<file path="config.mk">
export PLATFORM = sky130hd
export DESIGN_NAME = pipe_hazard_buffer_flat
export DESIGN_NICKNAME = d
export VERILOG_FILES = /design/src/rtl/pipe_hazard_buffer_if.sv /design/src/rtl/pipe_hazard_buffer.sv /design/src/flat_wrapper.sv
export SDC_FILE = /design/constraint.sdc
export NUM_CORES = 1
export LEC_CHECK = 0
export BUFFER_PORTS_ARGS = -buffer_cell sky130_fd_sc_hd__buf_2
export CAP_MARGIN = 0
export CORE_ASPECT_RATIO = 1.1
export CORE_MARGIN = 1
export CORE_UTILIZATION = 41
export DETAILED_ROUTE_END_ITERATION = 7
export HOLD_SLACK_MARGIN = 0.02
export PLACE_DENSITY = 0.76
export SYNTH_ARGS = -nofsm -noshare
export SYNTH_HDL_FRONTEND = slang
export SYNTH_SLANG_ARGS = --single-unit
</file>
<file path="constraint.sdc">
create_clock -name clk -period 2.4 [get_ports clk]
set_input_delay 0.12 -clock clk [delete_from_list [all_inputs] [get_ports clk]]
set_output_delay 0.12 -clock clk [all_outputs]
set_load 0.03 [all_outputs]
</file>
<file path="src/rtl/pipe_hazard_buffer_if.sv">
// Fetch/execute/writeback hazard-buffer bus: pipeline inputs and buffered stage outputs.
interface pipe_hazard_buffer_if #(
    parameter int unsigned XLEN = 32
);
    logic [XLEN-1:0] inst_f;
    logic [XLEN-1:0] pc_f;
    logic [XLEN-1:0] alu_out_e;
    logic            br_taken;
    logic            dmem_ready;
    logic [XLEN-1:0] irbuffer1_out;
    logic [XLEN-1:0] irbuffer2_out;
    logic [XLEN-1:0] pc_e_out;
    logic [XLEN-1:0] pc_w_out;
    logic [XLEN-1:0] alu_w_out;
    logic            stall_pc;
    logic            flush_f;
    logic            mem_err;

    modport master (
        output inst_f, pc_f, alu_out_e, br_taken, dmem_ready,
        input  irbuffer1_out, irbuffer2_out, pc_e_out, pc_w_out, alu_w_out,
        input  stall_pc, flush_f, mem_err
    );

    modport slave (
        input  inst_f, pc_f, alu_out_e, br_taken, dmem_ready,
        output irbuffer1_out, irbuffer2_out, pc_e_out, pc_w_out, alu_w_out,
        output stall_pc, flush_f, mem_err
    );
endinterface

</file>
<file path="src/rtl/pipe_hazard_buffer.sv">
// Execute/writeback instruction, PC and ALU buffers for a 3-stage RV32I pipeline,
// with load-use bubbles, branch squash and a memory-wait freeze with timeout.
module pipe_hazard_buffer #(
    parameter int unsigned     XLEN        = 32,
    parameter logic [XLEN-1:0] NOP_INST    = 'h00000013,
    parameter int unsigned     MEM_TIMEOUT = 16
) (
    input logic                clk,
    input logic                rst,
    pipe_hazard_buffer_if.slave bus
);
    localparam int unsigned CW = $clog2(MEM_TIMEOUT + 1);

    localparam logic [6:0] OP_R      = 7'b0110011;
    localparam logic [6:0] OP_I      = 7'b0010011;
    localparam logic [6:0] OP_LOAD   = 7'b0000011;
    localparam logic [6:0] OP_STORE  = 7'b0100011;
    localparam logic [6:0] OP_BRANCH = 7'b1100011;
    localparam logic [6:0] OP_JALR   = 7'b1100111;
    localparam logic [6:0] OP_JAL    = 7'b1101111;
    localparam logic [6:0] OP_LUI    = 7'b0110111;
    localparam logic [6:0] OP_AUIPC  = 7'b0010111;

    typedef enum logic {
        RUN,
        MEM_WAIT
    } state_e;

    state_e          state_q, state_d;
    logic [CW-1:0]   cnt_q, cnt_d;
    logic            err_q, err_d;
    logic [XLEN-1:0] ir1_q, ir1_d;
    logic [XLEN-1:0] ir2_q, ir2_d;
    logic [XLEN-1:0] pce_q, pce_d;
    logic [XLEN-1:0] pcw_q, pcw_d;
    logic [XLEN-1:0] aluw_q, aluw_d;
    logic            stall;
    logic            flush;
    logic            advance;

    logic [6:0] op_f, op_e, op_w;
    logic [4:0] rs1_f, rs2_f, rd_e;
    logic       rs1_v_f, rs2_v_f, rd_v_e;
    logic       load_e, mem_w, load_use;

    assign op_f  = bus.inst_f[6:0];
    assign op_e  = ir1_q[6:0];
    assign op_w  = ir2_q[6:0];
    assign rs1_f = bus.inst_f[19:15];
    assign rs2_f = bus.inst_f[24:20];
    assign rd_e  = ir1_q[11:7];

    assign rs1_v_f = (op_f == OP_R) || (op_f == OP_I) || (op_f == OP_LOAD) ||
                     (op_f == OP_STORE) || (op_f == OP_BRANCH) || (op_f == OP_JALR);
    assign rs2_v_f = (op_f == OP_R) || (op_f == OP_STORE) || (op_f == OP_BRANCH);
    assign rd_v_e  = (op_e == OP_R) || (op_e == OP_I) || (op_e == OP_LOAD) || (op_e == OP_LUI) ||
                     (op_e == OP_AUIPC) || (op_e == OP_JAL) || (op_e == OP_JALR);

    assign load_e   = (op_e == OP_LOAD) && rd_v_e && (rd_e != 5'd0);
    assign mem_w    = (op_w == OP_LOAD) || (op_w == OP_STORE);
    assign load_use = load_e && ((rs1_v_f && (rs1_f == rd_e)) || (rs2_v_f && (rs2_f == rd_e)));

    // Next-state: freeze/wait bookkeeping first, then a shared advance path for branch/load-use/normal.
    always_comb begin
        state_d = state_q;
        cnt_d   = cnt_q;
        err_d   = err_q;
        ir1_d   = ir1_q;
        ir2_d   = ir2_q;
        pce_d   = pce_q;
        pcw_d   = pcw_q;
        aluw_d  = aluw_q;
        stall   = 1'b0;
        flush   = 1'b0;
        advance = 1'b0;

        case (state_q)
            RUN: begin
                if (mem_w && !bus.dmem_ready) begin
                    state_d = MEM_WAIT;
                    cnt_d   = CW'(1);
                    stall   = 1'b1;
                end else begin
                    advance = 1'b1;
                end
            end
            MEM_WAIT: begin
                if (bus.dmem_ready) begin
                    state_d = RUN;
                    cnt_d   = '0;
                    advance = 1'b1;
                end else if (cnt_q == CW'(MEM_TIMEOUT)) begin
                    state_d = RUN;
                    cnt_d   = '0;
                    err_d   = 1'b1;
                    advance = 1'b1;
                end else begin
                    cnt_d = cnt_q + CW'(1);
                    stall = 1'b1;
                end
            end
            default: state_d = RUN;
        endcase

        // The release edge out of MEM_WAIT is an ordinary advance, so branch and
        // load-use rules apply to it exactly as in RUN.
        if (advance) begin
            ir2_d  = ir1_q;
            pcw_d  = pce_q;
            aluw_d = bus.alu_out_e;
            if (bus.br_taken) begin
                flush = 1'b1;
                ir1_d = NOP_INST;
                pce_d = '0;
            end else if (load_use) begin
                stall = 1'b1;
                ir1_d = NOP_INST;
                pce_d = '0;
            end else begin
                ir1_d = bus.inst_f;
                pce_d = bus.pc_f;
            end
        end
    end

    // State and buffer registers with synchronous reset.
    always_ff @(posedge clk) begin
        if (rst) begin
            state_q <= RUN;
            cnt_q   <= '0;
            err_q   <= 1'b0;
            ir1_q   <= NOP_INST;
            ir2_q   <= NOP_INST;
            pce_q   <= '0;
            pcw_q   <= '0;
            aluw_q  <= '0;
        end else begin
            state_q <= state_d;
            cnt_q   <= cnt_d;
            err_q   <= err_d;
            ir1_q   <= ir1_d;
            ir2_q   <= ir2_d;
            pce_q   <= pce_d;
            pcw_q   <= pcw_d;
            aluw_q  <= aluw_d;
        end
    end

    assign bus.irbuffer1_out = ir1_q;
    assign bus.irbuffer2_out = ir2_q;
    assign bus.pc_e_out      = pce_q;
    assign bus.pc_w_out      = pcw_q;
    assign bus.alu_w_out     = aluw_q;
    assign bus.stall_pc      = stall;
    assign bus.flush_f       = flush;
    assign bus.mem_err       = err_q;
endmodule

</file>
<file path="src/flat_wrapper.sv">
// flat-port wrapper written by rule: the top's interface ports become plain ports
module pipe_hazard_buffer_flat 
#(
    parameter int unsigned     XLEN        = 32,
    parameter logic [XLEN-1:0] NOP_INST    = 'h00000013,
    parameter int unsigned     MEM_TIMEOUT = 16
)
  (clk, rst, bus_inst_f, bus_pc_f, bus_alu_out_e, bus_br_taken, bus_dmem_ready, bus_irbuffer1_out, bus_irbuffer2_out, bus_pc_e_out, bus_pc_w_out, bus_alu_w_out, bus_stall_pc, bus_flush_f, bus_mem_err);
  pipe_hazard_buffer_if #(.XLEN(XLEN)) bus_i ();
  input logic clk;
  input logic rst;
  input wire logic [$bits(bus_i.inst_f)-1:0] bus_inst_f;
  input wire logic [$bits(bus_i.pc_f)-1:0] bus_pc_f;
  input wire logic [$bits(bus_i.alu_out_e)-1:0] bus_alu_out_e;
  input wire logic [$bits(bus_i.br_taken)-1:0] bus_br_taken;
  input wire logic [$bits(bus_i.dmem_ready)-1:0] bus_dmem_ready;
  output wire logic [$bits(bus_i.irbuffer1_out)-1:0] bus_irbuffer1_out;
  output wire logic [$bits(bus_i.irbuffer2_out)-1:0] bus_irbuffer2_out;
  output wire logic [$bits(bus_i.pc_e_out)-1:0] bus_pc_e_out;
  output wire logic [$bits(bus_i.pc_w_out)-1:0] bus_pc_w_out;
  output wire logic [$bits(bus_i.alu_w_out)-1:0] bus_alu_w_out;
  output wire logic [$bits(bus_i.stall_pc)-1:0] bus_stall_pc;
  output wire logic [$bits(bus_i.flush_f)-1:0] bus_flush_f;
  output wire logic [$bits(bus_i.mem_err)-1:0] bus_mem_err;
  assign bus_i.inst_f = bus_inst_f;
  assign bus_i.pc_f = bus_pc_f;
  assign bus_i.alu_out_e = bus_alu_out_e;
  assign bus_i.br_taken = bus_br_taken;
  assign bus_i.dmem_ready = bus_dmem_ready;
  assign bus_irbuffer1_out = bus_i.irbuffer1_out;
  assign bus_irbuffer2_out = bus_i.irbuffer2_out;
  assign bus_pc_e_out = bus_i.pc_e_out;
  assign bus_pc_w_out = bus_i.pc_w_out;
  assign bus_alu_w_out = bus_i.alu_w_out;
  assign bus_stall_pc = bus_i.stall_pc;
  assign bus_flush_f = bus_i.flush_f;
  assign bus_mem_err = bus_i.mem_err;
  pipe_hazard_buffer #(.XLEN(XLEN), .NOP_INST(NOP_INST), .MEM_TIMEOUT(MEM_TIMEOUT)) u_core (.clk(clk), .rst(rst), .bus(bus_i));
endmodule
</file>
==> flow_metrics.env <==
export IMPL_drt_wl_total_um=16800
export IMPL_synth_area_um2=5500
export IMPL_ys_warn_count=0
export IMPL_leakage_nw=4.12
export IMPL_wire_per_inst_um=17.5
export IMPL_design_die_area_um2=13900
export IMPL_slew_headroom_pct=28.2
export IMPL_crit_chain="xor2_1 -> or3_1 -> o22ai_1 -> nand2_1 -> o21ai_0 -> buf_2"
export IMPL_place_congestion=0.808
export IMPL_cp_start_kind="register"
export IMPL_dieHeight_um=124
export IMPL_io_pins=263
export IMPL_gr_usage_all_layers_pct=23.6
export IMPL_hold_class="primary input to register"
export IMPL_cts_tree="yes"
export IMPL_dpl_worst_slack_ns=0.0195
export IMPL_htree_levels=4
export IMPL_period_needed_ns=2.29
export IMPL_fill_cells=958
export IMPL_clockRootBuffer="clkbuf_16"
export IMPL_synth_nets=533
export IMPL_max_freq_mhz=438
export IMPL_cpMaxStageDelayCell="dfxtp_1"
export IMPL_synth_cell_types=42
export IMPL_synth_avg_cell_area_um2=12.8
export IMPL_cp_end_kind="output port"
export IMPL_drv_slew=0
export IMPL_yosysSeqAreaShare_pct=60.8
export IMPL_grtUsageMet3_pct=7.30
export IMPL_clock_latency_ns=0.42
export IMPL_status="finished, final reports clean"
export IMPL_final_setup_viol_count=0
export IMPL_viasPerCell=5.37
export IMPL_drc=0
export IMPL_rsz0062_at_grt="no"
export IMPL_ir_worst_vdd_mv=0.383
export IMPL_post_route_util_pct=64.6
export IMPL_clock_sinks=167
export IMPL_busiest_layer="met2"
export IMPL_period_share_pct=95.2
export IMPL_required_ns=2.28
export IMPL_met2_usage_pct=41.8
export IMPL_worstPathArrival_ns=2.17
export IMPL_tightest_slew_ns=1.08
export IMPL_synth_top_family_by_area="compound AO/OA/AOI/OAI gates"
export IMPL_initial_utilization_pct=41.8
export IMPL_diodes=0
export IMPL_synth_xor_area_share_pct=1.59
export IMPL_cap_viol_max_count=0
export IMPL_clk_path_buf_depth=2
export IMPL_drive_above_1_share_pct=39.4
export IMPL_ys_ff_latch=167
export IMPL_core_um2=13200
export IMPL_detail_route_antenna_nets=0
export IMPL_port_buffers=262
export IMPL_setup_slack_ns=0.114
export IMPL_routed_via_count=5153
export IMPL_synthAdderAreaFrac_pct=0.455
export IMPL_first_pass_iters=4
export IMPL_finalHoldViolations=0
export IMPL_rows=44
export IMPL_final_nets=888
export IMPL_grt_max_degree=71
export IMPL_muxShareOfSynthArea_pct=0
export IMPL_finalSetupTns_ns=0
export IMPL_synthSimpleGateAreaFrac_pct=3.59
export IMPL_syn2layout_area_growth_pct=54.6
export IMPL_grt_use_met1_pct=26.7
export IMPL_antenna_found_initial=0
export IMPL_synthCells=431
export IMPL_skew_ns=0.0110
export IMPL_cts_buffers=17
export IMPL_clk_pin_slew_ns=0.06
export IMPL_dp_hpwl_um=10100
export IMPL_grt_pass1_vias=5090
export IMPL_power_density_nw_per_um2=785
export IMPL_grt_ovfl_total=0
export IMPL_drt_iter0_drc=386
export IMPL_synth_compound_area_share_pct=28.1
export IMPL_grt_pass1_wl_um=25700
export IMPL_die_w_um=112
export IMPL_critPathKind="register to output port"
export IMPL_max_stage_delay_ns=0.45
export IMPL_worstPathMaxFanout=6
==> layout make-up <==
type / instances / area, µm² / share of cell area [%]
clock buffer: 23 / 508 / 5.97
inverter: 8 / 32.5 / 0.382
multi-input combinational: 223 / 1880 / 22.1
tap: 161 / 201 / 2.37
clock inverter: 9 / 136 / 1.60
timing repair buffer: 369 / 2410 / 28.3
sequential: 167 / 3340 / 39.3
==> kinds of logic (layout without fill, tap and decap cells) <==
group	after synthesis	count (layout)
AOI/OAI and AO/OA	181	181
buffers and inverters	42	409
DFF	167	167
and+or+nand+nor	29	30
adders and majority gates	2	2
xor gates and xnor gates	10	10
==> metrics by stage <==
stage                     area (µm²)  instances  hold WS (ns)  power, mW
after floorplan                 5500        431         0.239       3.44
after global placement          6880        830         0.331       3.68
after detailed placement        6880        830         0.332       3.70
after CTS                       8500        959         0.100       6.69
after global routing            8510        960         0.125       6.89
final                           8510        960         0.120       6.68
==> layer usage <==
metal / up-vias / share of wire [%]
li1: 2370 / -
met2: 255 / 51
met3: 40 / 7.2
met4: 0 / 2.3
met5: - / 0
met1: 2488 / 39
==> worst max-delay path, delay by kind of cell (launching register included) <==
kind	cells	cell delay, ns
XOR/XNOR	1	0.11
buffers and inverters	1	0.23
AO/OA/AOI/OAI	2	0.52
AND/OR/NAND/NOR	2	0.44
flip-flops	1	0.45
==> layout by cell type, fill, tap and decap left out, types with 2 or more instances in the layout <==
cell / Yosys / final
nand3_1: 3 / 3
o21ai_0: 2 / 2
a211oi_1: 3 / 3
a22o_1: 153 / 153
a21oi_1: 8 / 8
inv_1: 6 / 6
bufinv_16: 0 / 3
buf_2: 10 / 262
dfxtp_1: 167 / 167
dlygate4sd3_1: 0 / 97
clkinv_4: 0 / 2
ha_1: 2 / 2
nor2_1: 4 / 4
o22a_1: 5 / 5
clkbuf_8: 0 / 6
nor3_1: 2 / 2
clkbuf_16: 0 / 17
xnor2_1: 9 / 9
buf_12: 0 / 4
buf_4: 0 / 6
a41oi_1: 2 / 2
or3_1: 2 / 2
clkinvlp_4: 0 / 2
nand2_1: 5 / 5
==> flip-flops by register name, indices dropped and copies added (netlist names) <==
register / cells
u_core.bus.mem_err: 1
u_core.bus.irbuffer2_out: 32
u_core.bus.irbuffer1_out: 32
u_core.cnt_q: 5
u_core.bus.pc_e_out: 32
u_core.state_q: 1
u_core.bus.pc_w_out: 32
u_core.bus.alu_w_out: 32
==> worst paths after layout <==
path / slack, ns / from / to / cells after the start
setup reg to reg: 0.16 / u_core.cnt_q[0] / u_core.bus.irbuffer2_out[10] / 7
hold / removal: 0.12 / bus_dmem_ready / u_core.cnt_q[0] / 3
hold reg to reg: 0.48 / u_core.bus.pc_w_out[26] / u_core.bus.pc_w_out[26] / 1
setup / recovery: 0.11 / u_core.bus.irbuffer1_out[7] / bus_stall_pc / 6
==> timing repair <==
item | in CTS | in global routing
buffers inserted | 0 | 0
gates resized for setup | 0 | 0
endpoints found under the setup margin | 0 | 52
hold buffers | 97 | 0
endpoints found under the hold margin | 100 | 0
==> synth_stat cells, drive strengths merged <==
| cell type | instances | share of area [%] |
|---|---|---|
| dfxtp | 167 | 61 |
| a22o | 153 | 24 |
| buf | 27 | 4.5 |
| a21oi | 9 | 0.89 |
| xnor2 | 9 | 1.4 |
| inv | 8 | 0.55 |
| clkbuf | 7 | 0.48 |
| nand2 | 6 | 0.55 |
| nor2 | 5 | 0.39 |
| o22a | 5 | 0.80 |
| a211oi | 3 | 0.41 |
| nand3 | 3 | 0.27 |
| nor3 | 3 | 0.48 |
| a41oi | 2 | 0.32 |
| and4bb | 2 | 0.52 |
| ha | 2 | 0.45 |
| nor4 | 2 | 0.34 |
| o21ai | 2 | 0.18 |
| or3 | 2 | 0.23 |
| a21o | 1 | 0.27 |
| a221oi | 1 | 0.16 |
| a22oi | 1 | 0.14 |
| a2bb2oi | 1 | 0.16 |
| a32o | 1 | 0.18 |
| and2 | 1 | 0.11 |
| and4 | 1 | 0.16 |
| nand4 | 1 | 0.11 |
| nand4b | 1 | 0.16 |
| nor2b | 1 | 0.11 |
| nor4b | 1 | 0.16 |
| o22ai | 1 | 0.11 |
| o31a | 1 | 0.16 |
| xor2 | 1 | 0.16 |
==> power by group <==
part           switching, mW  internal [mW]  total, mW
clock network           1.08           1.81       2.89
logic                  0.462          0.346      0.808
registers             0.0856           2.89       2.98
total                   1.63           5.05       6.68
Note: power is estimated with default switching activity, not from simulation.
